--- config.mk ---
export PLATFORM = sky130hd
export DESIGN_NAME = sqrt_arbiter_flat
export DESIGN_NICKNAME = d
export VERILOG_FILES = /design/src/rtl/sqrt_arbiter_if.sv /design/src/rtl/sqrt_arbiter.sv /design/src/flat_wrapper.sv
export SDC_FILE = /design/constraint.sdc
export NUM_CORES = 1
export LEC_CHECK = 0
export ABC_AREA = 1
export BUFFER_PORTS_ARGS = -buffer_cell sky130_fd_sc_hd__buf_2
export CORE_ASPECT_RATIO = 0.8
export CORE_UTILIZATION = 48
export DETAILED_ROUTE_END_ITERATION = 10
export MAX_ROUTING_LAYER = met4
export PLACE_DENSITY_LB_ADDON = 0.25
export SYNTH_ARGS = -nofsm -noshare
export SYNTH_HDL_FRONTEND = slang
export SYNTH_SLANG_ARGS = --single-unit
--- constraint.sdc ---
create_clock -name clk -period 5.2 [get_ports clk]
set_clock_uncertainty 0.15 [all_clocks]
set_input_delay 1.04 -clock clk [delete_from_list [all_inputs] [get_ports clk]]
set_output_delay 1.04 -clock clk [all_outputs]
set_load 0.1 [all_outputs]
--- src/rtl/sqrt_arbiter_if.sv ---
// rtl/sqrt_arbiter_if.sv - requester, Sqrt core and result signals of the two-port sqrt arbiter
interface sqrt_arbiter_if #(
    parameter int IN_W  = 31,
    parameter int OUT_W = 17
);
    logic             en;
    logic             req0;
    logic [IN_W-1:0]  din0;
    logic             gnt0;
    logic             req1;
    logic [IN_W-1:0]  din1;
    logic             gnt1;
    logic [IN_W-1:0]  sqrt_in;
    logic [OUT_W-1:0] sqrt_out;
    logic             res0_valid;
    logic [OUT_W-1:0] res0_data;
    logic             res1_valid;
    logic [OUT_W-1:0] res1_data;
    logic             busy;

    // requesters plus the Sqrt core, seen from outside the arbiter
    modport master (
        output en, req0, din0, req1, din1, sqrt_out,
        input  gnt0, gnt1, sqrt_in, res0_valid, res0_data, res1_valid, res1_data, busy
    );

    // the arbiter itself
    modport slave (
        input  en, req0, din0, req1, din1, sqrt_out,
        output gnt0, gnt1, sqrt_in, res0_valid, res0_data, res1_valid, res1_data, busy
    );
endinterface

--- src/rtl/sqrt_arbiter.sv ---
// rtl/sqrt_arbiter.sv - round-robin sharing of one pipelined Sqrt core between two requesters
module sqrt_arbiter #(
    parameter int IN_W     = 31,
    parameter int OUT_W    = 17,
    parameter int SQRT_LAT = 2
) (
    input  logic          clk,
    input  logic          rst,
    sqrt_arbiter_if.slave bus
);
    localparam int NSTG  = SQRT_LAT + 1;
    localparam int CNT_W = $clog2(SQRT_LAT + 2);

    logic              r_ptr;
    logic [IN_W-1:0]   r_sqrt_in;
    logic [NSTG-1:0]   r_tag_vld;
    logic [NSTG-1:0]   r_tag_id;
    logic              r_res0_valid;
    logic              r_res1_valid;
    logic [OUT_W-1:0]  r_res0_data;
    logic [OUT_W-1:0]  r_res1_data;
    logic [CNT_W-1:0]  r_cnt;

    logic              w_gnt0;
    logic              w_gnt1;
    logic              w_acc;
    logic              w_ret;
    logic              w_ret_id;

    // r_ptr=0 favours requester 0 on contention; rst gating keeps grants low during reset
    assign w_gnt0   = rst & bus.en & bus.req0 & (~bus.req1 | ~r_ptr);
    assign w_gnt1   = rst & bus.en & bus.req1 & (~bus.req0 |  r_ptr);
    assign w_acc    = w_gnt0 | w_gnt1;
    // last tag stage lines up with the sqrt_out of the operand it describes
    assign w_ret    = r_tag_vld[NSTG-1];
    assign w_ret_id = r_tag_id[NSTG-1];

    // priority pointer moves to the loser after each grant, holds otherwise
    always_ff @(posedge clk or negedge rst) begin
        if (!rst) begin
            r_ptr <= 1'b0;
        end else if (w_acc) begin
            r_ptr <= w_gnt0;
        end
    end

    // operand register feeding the core; zero on idle cycles
    always_ff @(posedge clk or negedge rst) begin
        if (!rst) begin
            r_sqrt_in <= '0;
        end else if (w_gnt1) begin
            r_sqrt_in <= bus.din1;
        end else if (w_gnt0) begin
            r_sqrt_in <= bus.din0;
        end else begin
            r_sqrt_in <= '0;
        end
    end

    // {valid, id} tags travel alongside the operand through the core latency
    always_ff @(posedge clk or negedge rst) begin
        if (!rst) begin
            r_tag_vld <= '0;
            r_tag_id  <= '0;
        end else begin
            r_tag_vld <= {r_tag_vld[NSTG-2:0], w_acc};
            r_tag_id  <= {r_tag_id[NSTG-2:0], w_gnt1};
        end
    end

    // route the returning core result to its owner; data holds between strobes
    always_ff @(posedge clk or negedge rst) begin
        if (!rst) begin
            r_res0_valid <= 1'b0;
            r_res1_valid <= 1'b0;
            r_res0_data  <= '0;
            r_res1_data  <= '0;
        end else begin
            r_res0_valid <= w_ret & ~w_ret_id;
            r_res1_valid <= w_ret &  w_ret_id;
            if (w_ret && !w_ret_id) begin
                r_res0_data <= bus.sqrt_out;
            end
            if (w_ret && w_ret_id) begin
                r_res1_data <= bus.sqrt_out;
            end
        end
    end

    // in-flight count: up on acceptance, down as a result is registered out
    always_ff @(posedge clk or negedge rst) begin
        if (!rst) begin
            r_cnt <= '0;
        end else begin
            case ({w_acc, w_ret})
                2'b10:   r_cnt <= r_cnt + CNT_W'(1);
                2'b01:   r_cnt <= r_cnt - CNT_W'(1);
                default: r_cnt <= r_cnt;
            endcase
        end
    end

    assign bus.gnt0       = w_gnt0;
    assign bus.gnt1       = w_gnt1;
    assign bus.sqrt_in    = r_sqrt_in;
    assign bus.res0_valid = r_res0_valid;
    assign bus.res0_data  = r_res0_data;
    assign bus.res1_valid = r_res1_valid;
    assign bus.res1_data  = r_res1_data;
    assign bus.busy       = (r_cnt != '0);
endmodule
--- src/flat_wrapper.sv ---
// flat-port wrapper written by rule: the top's interface ports become plain ports
module sqrt_arbiter_flat 
#(
    parameter int IN_W     = 31,
    parameter int OUT_W    = 17,
    parameter int SQRT_LAT = 2
)
  (clk, rst, bus_en, bus_req0, bus_din0, bus_req1, bus_din1, bus_sqrt_out, bus_gnt0, bus_gnt1, bus_sqrt_in, bus_res0_valid, bus_res0_data, bus_res1_valid, bus_res1_data, bus_busy);
  sqrt_arbiter_if #(.IN_W(IN_W), .OUT_W(OUT_W)) bus_i ();
  input  logic clk;
  input  logic rst;
  input wire logic [$bits(bus_i.en)-1:0] bus_en;
  input wire logic [$bits(bus_i.req0)-1:0] bus_req0;
  input wire logic [$bits(bus_i.din0)-1:0] bus_din0;
  input wire logic [$bits(bus_i.req1)-1:0] bus_req1;
  input wire logic [$bits(bus_i.din1)-1:0] bus_din1;
  input wire logic [$bits(bus_i.sqrt_out)-1:0] bus_sqrt_out;
  output wire logic [$bits(bus_i.gnt0)-1:0] bus_gnt0;
  output wire logic [$bits(bus_i.gnt1)-1:0] bus_gnt1;
  output wire logic [$bits(bus_i.sqrt_in)-1:0] bus_sqrt_in;
  output wire logic [$bits(bus_i.res0_valid)-1:0] bus_res0_valid;
  output wire logic [$bits(bus_i.res0_data)-1:0] bus_res0_data;
  output wire logic [$bits(bus_i.res1_valid)-1:0] bus_res1_valid;
  output wire logic [$bits(bus_i.res1_data)-1:0] bus_res1_data;
  output wire logic [$bits(bus_i.busy)-1:0] bus_busy;
  assign bus_i.en = bus_en;
  assign bus_i.req0 = bus_req0;
  assign bus_i.din0 = bus_din0;
  assign bus_i.req1 = bus_req1;
  assign bus_i.din1 = bus_din1;
  assign bus_i.sqrt_out = bus_sqrt_out;
  assign bus_gnt0 = bus_i.gnt0;
  assign bus_gnt1 = bus_i.gnt1;
  assign bus_sqrt_in = bus_i.sqrt_in;
  assign bus_res0_valid = bus_i.res0_valid;
  assign bus_res0_data = bus_i.res0_data;
  assign bus_res1_valid = bus_i.res1_valid;
  assign bus_res1_data = bus_i.res1_data;
  assign bus_busy = bus_i.busy;
  sqrt_arbiter #(.IN_W(IN_W), .OUT_W(OUT_W), .SQRT_LAT(SQRT_LAT)) u_core (.clk(clk), .rst(rst), .bus(bus_i));
endmodule
==> implementation parameters <==
Parameter                              Value

Logic synthesis
  Fraction of synthesized cell area taken by the top area cell type ... 64.0%
  Sequential element share of the synthesized area ... between 60% and 70%
  Total of warnings raised by yosys ... 0
  Register bit count reported by yosys ... between 70 and 80
  Dominant cells by area after synthesis ... sky130_fd_sc_hd__dfrtp_1 (64%), sky130_fd_sc_hd__nand2_1 (14%), sky130_fd_sc_hd__nand3_1 (5.4%)
  Avg Cell Area, Syn ... between 9 and 10 um^2
  Synth Net Count ... a little under 400
  Post-Syn Instances ... just over 300
  Library cell with the largest summed area after synthesis ... sky130_fd_sc_hd__dfrtp_1
  Netlist Area Pre-Place ... 2970 um^2
  Count of cell types in the netlist ... 16

Timing
  Crit share post-route ... between 60 and 70%
  Least-Margin Pin Slew ... approximately 0.96 ns
  Final Max Slew Viols ... 0
  Total negative setup slack ... 0 ns
  RSZ-0062 raised after global routing ... no
  Hold slack ... between 0.2 and 0.25 ns
  Slew headroom ... a little over a third
  Shortest clock period the worst path allows after layout ... around 3.6 ns
  Final number of hold-violating endpoints ... 0
  Total setup violations reported at the end of the flow ... 0
  Maximum operating frequency ... between 200 and 300 MHz

Cells and area
  N_diodes ... 0
  Share of post-route cells with drive strength above 1 ... a little over two fifths
  Final net count ... 540
  Post-Layout Cell Count ... between 500 and 600
  Most common cell after layout, fill and taps aside ... sky130_fd_sc_hd__buf_2
  Relative area change from synthesis to final layout ... 34.9%
  Leading cell types in the layout, fill and taps excluded ... sky130_fd_sc_hd__buf_2 (152), sky130_fd_sc_hd__nand2_1 (110), sky130_fd_sc_hd__dfrtp_1 (76)
  Utilization of the core after routing ... between 60% and 70%

Floorplan
  Standard-cell row count ... 25
  Starting utilization of the core area ... 50.0%
  Die Outline Area ... roughly 6500 um^2
  Die Span Y ... around 72 um
  Width of the die ... approximately 90 um
  Core box area ... slightly below 6000 um^2
  Top Ports ... 154

Route
  Routed wire length ... approximately 6700 um
  Vias post-DR ... 2,563
  Drt first-iter violations ... 113
  WL per Instance ... about 12 um
  Iteration count of the initial detailed-routing pass ... 5
  Antenna-violating nets left ... 0
  Detailed-route vias per instance ... approximately 4.7
  Number of remaining DRC errors ... 0

Clock tree
  H-tree levels ... 3
  Insertion delay to the later sink of the worst-skew pair ... ~0.34 ns
  Cells resized by post-CTS repair ... 0
  Root buffer cell ... sky130_fd_sc_hd__clkbuf_8
  CTS tree ... yes
  Number of buffers created by CTS ... 9
  Hold buffer count at cts ... 0
  Post-CTS Setup Bufs ... 0
  Max Buffers Root-to-Sink ... 2
  Clk pin slew, worst setup/hold paths ... around 0.08 ns
  TritonCTS sink count ... 76

Placed design
  # port buffers ... about 150
  Gp weighted congestion ... 0.695
  Post-placement cell count ... 525
  Post-detailed-placement half-perimeter wirelength ... around 4800 um

Outcome
  Result of the run ... complete, no violations

Setup path
  Sort of element at the end of the critical path ... output pin
  CP Depth ... 4
  Launching element type of the critical path ... input port
  Critical path data arrival time ... about 2.4 ns
  Chain of cells forming the critical path ... buf_4, nand2_1, nor2_4, buf_2
  Critical path data required time ... around 4 ns
  Logic depth of the worst register-to-register path ... 9
  Slowest Stage Delay on Critical Path ... 0.59 ns
  Kind of cell with the highest combined delay on the critical path ... simple AND/OR/NAND/NOR gates
  Critical path buffers and inverters ... 2
  Highest fanout seen on the critical path ... 34
  Critical path class ... input port to output pin
  Cell with the biggest individual delay on the critical path ... sky130_fd_sc_hd__nor2_4

GRT
  Wire length of the first global-routing pass ... 10,900 um
  Global Route Usage Sum ... 22.5%
  Vias in the first global route ... roughly 2,300
  Busiest layer in global routing ... met2
  Pin count of the biggest net entering global routing ... 77
  Remaining global-route overflow ... 0
  Antenna violations before repair ... 0
  M3 GR Usage ... between 7 and 8%
  GR Layer Usage met1 ... between 20% and 30%
  Met2 Resource Use GR ... about a third

Hold path
  Hold Path Cell Cnt ... 0
  Type of the worst min-delay path ... flop to flop

Power and ir drop
  Pwr per Cell Area ... 581 nW/um^2
  Pwr Total ... between 2 and 2.5 mW
  Max IR drop VDD ... approximately 0.00021 V
  LEAKAGE ... about 2.4 nW

Flow run
  Max-cap violations ... 0
final cells by class:
type | count | area [um^2]
Clock inverter | 7 | 115
Sequential cell | 76 | 1900
Inverter | 28 | 105
Multi-Input combinational cell | 183 | 862
Timing Repair Buffer | 157 | 798
Clock buffer | 9 | 124
Tap cell | 81 | 101
Fill cell | 493 | 1940
power breakdown:
| group | total [mW] | switching (mW) | internal [mW] |
|---|---|---|---|
| logic | 1.06 | 0.904 | 0.151 |
| registers | 0.751 | 0.0533 | 0.697 |
| clock network | 0.524 | 0.207 | 0.317 |
flip-flops by register name, summed over array words and instances, names as in the netlist:
name	flops
u_core.bus.res1_data	17
u_core.bus.res0_data	17
u_core.bus.res1_valid	1
u_core.r_ptr	1
u_core.r_tag_id	3
u_core.r_cnt	2
u_core.bus.res0_valid	1
u_core.bus.sqrt_in	31
u_core.r_tag_vld	3
kinds of logic after synthesis:
logic type	share of synthesized area, %
xor+xnor	0.295
compound gates	7.87
fa+ha+maj	0.421
flops	64.0
buf+inv	6.99
simple gates	20.4
synthesized netlist by cell type (all sizes together):
cell type	count
buf	14
dfrtp	76
nand4	1
nand3	32
or2	1
nand2	110
inv	28
xnor2	1
o21ai	34
nor2	3
clkbuf	2
ha	1
metrics by stage:
step,worst slack (ns),cell area (um^2)
floorplan,2.02,2970
detailed placement,1.59,3770
CTS,1.59,4010
global route,1.51,4010
finish,1.60,4010
global placement,1.63,3770
final timing paths:
kind	slack (ns)	endpoint	from
min in group asynchronous	0.82	u_core.bus.res0_data[9]	rst
worst min register to register	0.21	u_core.r_tag_id[2]	u_core.r_tag_id[1]
max in group asynchronous	3.50	u_core.r_tag_id[0]	rst
worst max-delay path	1.60	bus_gnt0	rst
worst max register to register	3.08	u_core.r_cnt[1]	u_core.r_ptr
worst min-delay path	0.21	u_core.r_tag_id[2]	u_core.r_tag_id[1]
metal layers:
| metal | up-vias | share of wire (%) | wire, um |
|---|---|---|---|
| met5 | - | 0 | 0 |
| li1 | 1247 | - | - |
| met2 | 128 | 48 | 3190 |
| met3 | 15 | 8.9 | 597 |
| met1 | 1173 | 41 | 2780 |
| met4 | 0 | 2.0 | 136 |
(Power assumes the default switching activity.)
